### config.mk
export PLATFORM = sky130hd
export DESIGN_NAME = core_run_controller
export DESIGN_NICKNAME = d
export VERILOG_FILES = /design/src/rtl/core_run_controller.sv
export SDC_FILE = /design/constraint.sdc
export NUM_CORES = 1
export LEC_CHECK = 0
export ABC_AREA = 1
export CAP_MARGIN = 10
export CORE_UTILIZATION = 54
export CTS_CLUSTER_SIZE = 10
export DETAILED_ROUTE_END_ITERATION = 8
export PLACE_DENSITY = 0.86
export RECOVER_POWER = 100
export SYNTH_ARGS = -nofsm -noshare
export SYNTH_HDL_FRONTEND = slang
export SYNTH_SLANG_ARGS = --single-unit
### constraint.sdc
create_clock -name clk -period 2.15 [get_ports clk]
set_input_delay 0.645 -clock clk [delete_from_list [all_inputs] [get_ports clk]]
set_output_delay 0.645 -clock clk [all_outputs]
set_load 0.1 [all_outputs]
### src/rtl/core_run_controller.sv
// Start/done handshake responder: pulses core_start to every core, waits for all
// cores to report done, measures the run length and aborts hung runs by timeout.
module core_run_controller #(
    parameter int          CORE_COUNT     = 1,
    parameter int          CNT_WIDTH      = 32,
    parameter int unsigned TIMEOUT_CYCLES = 1000000
) (
    input  logic                  clk,
    input  logic                  rstN,
    input  logic                  startN,
    input  logic [CORE_COUNT-1:0] core_done,
    output logic [CORE_COUNT-1:0] core_start,
    output logic                  processor_ready,
    output logic                  processDone,
    output logic [CNT_WIDTH-1:0]  cycle_count,
    output logic                  timeout
);

    typedef enum logic [1:0] {
        IDLE  = 2'd0,
        START = 2'd1,
        RUN   = 2'd2,
        DONE  = 2'd3
    } state_t;

    localparam logic [CNT_WIDTH-1:0] TO_LAST = CNT_WIDTH'(TIMEOUT_CYCLES - 1);

    state_t                state_q,      state_d;
    logic [CORE_COUNT-1:0] core_start_q, core_start_d;
    logic [CORE_COUNT-1:0] done_seen_q,  done_seen_d;
    logic                  ready_q,      ready_d;
    logic                  proc_done_q,  proc_done_d;
    logic                  timeout_q,    timeout_d;
    logic                  start_n_q,    start_n_d;
    logic [CNT_WIDTH-1:0]  count_q,      count_d;

    logic                  start_ok;
    logic                  all_done;
    logic                  timeout_hit;
    logic [CNT_WIDTH-1:0]  count_inc;

    always_comb begin
        state_d      = state_q;
        core_start_d = core_start_q;
        done_seen_d  = done_seen_q;
        ready_d      = ready_q;
        proc_done_d  = proc_done_q;
        timeout_d    = timeout_q;
        count_d      = count_q;
        start_n_d    = startN;

        start_ok    = !startN && start_n_q && (state_q == IDLE || state_q == DONE);
        all_done    = &(done_seen_q | core_done);
        timeout_hit = (TIMEOUT_CYCLES != 0) && (count_q == TO_LAST);
        count_inc   = (&count_q) ? count_q : count_q + CNT_WIDTH'(1);

        case (state_q)
            IDLE, DONE: begin
                if (start_ok) begin
                    state_d      = START;
                    core_start_d = '1;
                    done_seen_d  = '0;
                    ready_d      = 1'b0;
                    proc_done_d  = 1'b0;
                    timeout_d    = 1'b0;
                    count_d      = '0;
                end
            end
            // START is counted as the first run cycle, so a done already present
            // there completes the run at the very next edge with a count of 1.
            START, RUN: begin
                core_start_d = '0;
                done_seen_d  = done_seen_q | core_done;
                count_d      = count_inc;
                if (all_done) begin
                    state_d     = DONE;
                    proc_done_d = 1'b1;
                    ready_d     = 1'b1;
                end else if (timeout_hit) begin
                    state_d     = DONE;
                    proc_done_d = 1'b1;
                    ready_d     = 1'b1;
                    timeout_d   = 1'b1;
                end else begin
                    state_d = RUN;
                end
            end
            default: state_d = IDLE;
        endcase
    end

    always_ff @(posedge clk or negedge rstN) begin
        if (!rstN) begin
            state_q      <= IDLE;
            core_start_q <= '0;
            done_seen_q  <= '0;
            ready_q      <= 1'b1;
            proc_done_q  <= 1'b0;
            timeout_q    <= 1'b0;
            start_n_q    <= 1'b1;
            count_q      <= '0;
        end else begin
            state_q      <= state_d;
            core_start_q <= core_start_d;
            done_seen_q  <= done_seen_d;
            ready_q      <= ready_d;
            proc_done_q  <= proc_done_d;
            timeout_q    <= timeout_d;
            start_n_q    <= start_n_d;
            count_q      <= count_d;
        end
    end

    assign core_start      = core_start_q;
    assign processor_ready = ready_q;
    assign processDone     = proc_done_q;
    assign cycle_count     = count_q;
    assign timeout         = timeout_q;

endmodule

# Word-level counts from Yosys, hierarchy flattened
# Index checks and enable logic that the tools add are counted.
op_classes:
  bitwise_logic: 1
  muxes: 16
  n_reduce_logical: 11
  n_eq_ne: 9
  addsub: 1
ops:
  columns: ["op", "count"]
  rows:
  - ["$mux 32", 2]
  - ["$pmux 32 s2", 1]
  - ["$add 32x1->32 const B", 1]
  - ["$eq 32x20->1 const B", 1]
  - ["$reduce_and 32->1", 1]
  - ["$ne 2x2->1 const B", 4]
  - ["$pmux 1 s2", 4]
  - ["$mux 1", 7]
  - ["$eq 2x2->1 const B", 2]
  - ["$pmux 2 s2", 1]
  - ["$reduce_and 2->1", 2]
  - ["$reduce_or 2->1", 2]
  - ["$ne 3x3->1 const B", 1]
  - ["$reduce_and 3->1", 1]
  - ["$eq 2x1->1 const B", 1]
  - ["$logic_and 1x1->1", 2]
  - ["$logic_not 2->1", 1]
  - ["$mux 2", 1]
  - ["$logic_not 1->1", 1]
  - ["$logic_or 1x1->1", 1]
  - ["$or 1x1->1", 1]
totals:
  output_inout_bits: 36
  inputBits: 4
  reg_bits: 40

# Longest topological paths before layout
logic_depth:
  depth_word: 5
  depth_mapped: 11
  ltp_nobuf: 10

# Worst setup path after synthesis
# OpenSTA, ideal clock, no wires.
synth_timing:
  path_type: "flip-flop to flip-flop"
  start: "register count_q[0], in the netlist cycle_count[0]"
  end: "register count_q[24], in the netlist cycle_count[24]"
  path_slack_ns: -0.225
  n_path_buf: 1
  t_arrival_ns: 2.298
  synth_period_minus_slack_ns: 2.375
  required_ns: 2.073
  stages_incl_launch_ff: 11
  setup_time_ns: 0.077
  cell_sequence: "dfrtp_1 ha_1 nand3_1 inv_2 nand2_2 nor2_4 nand3b_4 nand2_4 buf_6 nand2_1 o21ai_1"
synth_between:
  elab_chain_len: 3
synth_lines:
  columns: ["element", "line", "source"]
  rows:
  - ["start: declaration", "35", "logic [CNT_WIDTH-1:0] count_q, count_d;"]
  - ["start signal: assignment", "110", "count_q <= count_d;"]
  - ["$add 32x1->32 / $reduce_and 32->1 (equally long branches)", "55", "count_inc = (&count_q) ? count_q : count_q + CNT_WIDTH'(1);"]
  - ["$mux 32 / $ne 2x2->1 (equally long branches)", null, null]
  - ["$pmux 32 s2 / $reduce_and 2->1 (equally long branches)", null, null]
# Several ways; a longest one is shown, not always the timed one. The select of a mux whose other input is x is not followed.
# A chain may end at the register's enable or synchronous reset.

# Worst setup path after layout
layout_timing:
  start: "register count_q[0], in the netlist cycle_count[0]"
  end: "register count_q[22], in the netlist cycle_count[22]"
# Same word-level chain as after synthesis.

==> impl_metrics.csv <==
group,metric,value,unit
layout,fillers,365,
logic_synthesis,seq_area_frac_synth,0.3957,
setup_path,path_class,"reg2reg",
setup_path,critPathLaunchType,"flop",
routing,drtIter0Drc,235,
run_status,outcome,"finished with violations",
logic_synthesis,synth_cells,373,
logic_synthesis,yosys.area.top_type,"dfrtp_1",
logic_synthesis,synthFlopType,"dfrtp_1",
global_route,antenna_found_initial,0,
timing,finClkSkew,0.01319,ns
placement,numPortBuffers,39,
routing,wl,6614,um
layout,final_common_cell,"nand2_1",
routing,drtAntennaViolNets,0,
layout,layout-drive-gt1-share,0.1659,
global_route,grt_max_degree,35,
setup_path,r2r_start,"cycle_count[0]$_DFFE_PN0P_",
routing,viasPerCell,5.460,
setup_path,startpoint,"cycle_count[0]$_DFFE_PN0P_",
global_route,grt_pass1_wl,11210,um
clock_network,path_clk_slew,0.09,ns
clock_network,root_buffer,"clkbuf_8",
timing,finalSetupTns,0,ns
clock_network,clk-insertion-delay-late,0.29,ns
timing,worst_slew_pin_slew,1.076,ns
run_status,violations,"design-rule violations",
min_path,hold_path_startpoint,"done_seen_q$_DFFE_PN0P_",
layout,syn_to_final_growth,18.75,%
routing,drtPass1Iterations,7,
clock_network,clockBufferDepth,2,
setup_path,worst_setup_path_end_kind,"flop",
floorplan,core,4444,um2
timing,final-setup-viol-count,0,
logic_synthesis,syn_area_per_cell,6.799,um2
setup_path,critical_path_peak_fanout,34,
setup_path,crit_buf_inv,2,
logic_synthesis,async_flop_share,1.000,
clock_network,cts.sinks,40,
clock_network,cts_tree,"done",
logic_synthesis,syn-num-nets,378,
timing,rsz0062_at_grt,"false",
min_path,worstHoldPathType,"reg2reg",
layout,layout_common_cells,"143 x nand2_1, 42 x nor2_1, 39 x inv_1",
clock_network,cts_hold_buffers,0,
clock_network,cts_resized,0,
setup_path,crit_chain,"ha_1, nand3_1, inv_2, nand2_2, nor2_4, nand3b_4, nand2_4, inv_1, o21ai_0",
logic_synthesis,synth_top_area_frac,0.3749,
setup_path,cp.arrival,2.19,ns
floorplan,die_y,70.53,um
timing,timing.final.hold_violations,0,
timing,fin_crit,1.981,ns
global_route,grtUsageTotal,0.2855,
routing,wire_per_inst,13.95,um
run,cap_violations,0,
setup_path,critPathRequiredTime,2.36,ns
routing,drc,8,
clock_network,postCtsSetupBuffers,0,
global_route,grt_overflow,0,
setup_path,critical-path-max-stage-delay,0.46,ns
logic_synthesis,synth_warnings,0,
floorplan,dieArea,4974,um2
timing,fin_crit_sh,0.9215,
logic_synthesis,synth_area_leaders,"dfrtp_1 37%, nand2_1 21%, nand3_1 6.9%",
timing,drv_slew,0,
timing,max_freq,504.7,MHz
logic_synthesis,synthesis.area,2536,um2
layout,fin_nets,426,
routing,vias,2588,
floorplan,die_w,70.53,um
floorplan,start_util,0.5707,
layout,n_antenna_cell,0,
logic_synthesis,synth_seq_cells,40,
floorplan,row_count,24,
floorplan,io_pins,40,
setup_path,critical-path-top-delay-family,"simple AND/OR/NAND/NOR gates",
timing,slew_headroom,0.2826,
clock_network,cts_made_buffers,5,
logic_synthesis,synth_cell_types,28,
logic_synthesis,synth_edf_count,0,
setup_path,cp_slowest_cell,"dfrtp_2",
global_route,grt_pass1_vias,2494,
placement,dp_hpwl,5056,um
placement,place_congestion,1.027,
clock_network,htree_levels,2,
==> cell type report <==
class | instances | area [um2] | share of cell area
repair buffers | 46 | 355.3 | 0.1180
clock inverters | 1 | 7.507 | 0.002493
clock buffers | 7 | 86.33 | 0.02867
well taps | 52 | 65.06 | 0.02160
inverters | 41 | 153.9 | 0.05110
flip-flops and latches | 40 | 1007 | 0.3344
multi-input cells | 287 | 1336 | 0.4437
==> metal layers <==
layer / part of all wire / global-route usage / up-vias
met2: 0.47 / 0.4908 / 115
met3: 0.080 / 0.06695 / 22
met4: 0.026 / 0.08667 / 0
met1: 0.42 / 0.3606 / 1184
li1: - / - / 1267
met5: 0 / 0 / -
==> cell families (layout without fill, tap and decap cells) <==
| kind of cell | Yosys count | after routing | synth area share |
|---|---|---|---|
| AOI/OAI and AO/OA | 25 | 25 | 0.05229 |
| xor gates and xnor gates | 14 | 14 | 0.04835 |
| adders and majority gates | 1 | 1 | 0.004933 |
| buffers and inverters | 46 | 95 | 0.07745 |
| DFF | 40 | 40 | 0.3957 |
| and+or+nand+nor | 247 | 247 | 0.4213 |
==> flip-flops by register name (all words and copies together), names as in the netlist <==
register         cells
cycle_count         32
state_q              2
done_seen_q          1
core_start           1
processor_ready      1
timeout              1
processDone          1
start_n_q            1
==> cells in the mapped netlist, types with 2 or more instances <==
cell     count
inv_1       39
xor2_1      12
nand3_1     35
nor2_4       3
dfstp_2      2
nand4_1      8
o21ai_0     11
xnor2_1      2
nor2_1      42
nand2_2      3
buf_6        3
nor2_2       3
nor3_1       4
o21ai_1     11
dfrtp_1     38
inv_2        2
or2_2        2
nand2_1    143
==> worst reg2reg max path, cell delays in order, from the launching register on <==
cell and delay [ns]:
dfrtp_2 0.46, ha_1 0.21, nand3_1 0.14, inv_2 0.13, nand2_2 0.09, nor2_4 0.16
nand3b_4 0.11, nand2_4 0.28, inv_1 0.14, o21ai_0 0.17
==> final timing paths <==
kind / cells after the start / end / slack [ns]
setup / recovery: 9 / cycle_count[22]$_DFFE_PN0P_ / 0.17
hold / removal: 2 / done_seen_q$_DFFE_PN0P_ / 0.49
setup reg to reg: 9 / cycle_count[22]$_DFFE_PN0P_ / 0.17
hold reg to reg: 2 / done_seen_q$_DFFE_PN0P_ / 0.49
max in group asynchronous: 2 / cycle_count[23]$_DFFE_PN0P_ / 0.53
min in group asynchronous: 1 / cycle_count[4]$_DFFE_PN0P_ / 0.52
==> per-stage QoR <==
step | setup slack [ns] | cell area [um2] | util | cells | hold WS, ns
6_report | 0.1688 | 3012 | 0.6776 | 474 | 0.4853
3_3_place_gp | 0.1451 | 3378 | 0.7601 | 466 | 0.4649
2_1_floorplan | 0.02113 | 2545 | - | 373 | 0.3494
3_5_place_dp | 0.06398 | 3378 | 0.7601 | 466 | 0.4746
4_1_cts | 0.1986 | 3472 | 0.7813 | 474 | 0.3157
5_1_grt | 0.008698 | 3012 | 0.6776 | 474 | 0.5149
Power is not shown: default switching activity piles up to over one toggle a cycle in this logic, so the estimate is an artifact.
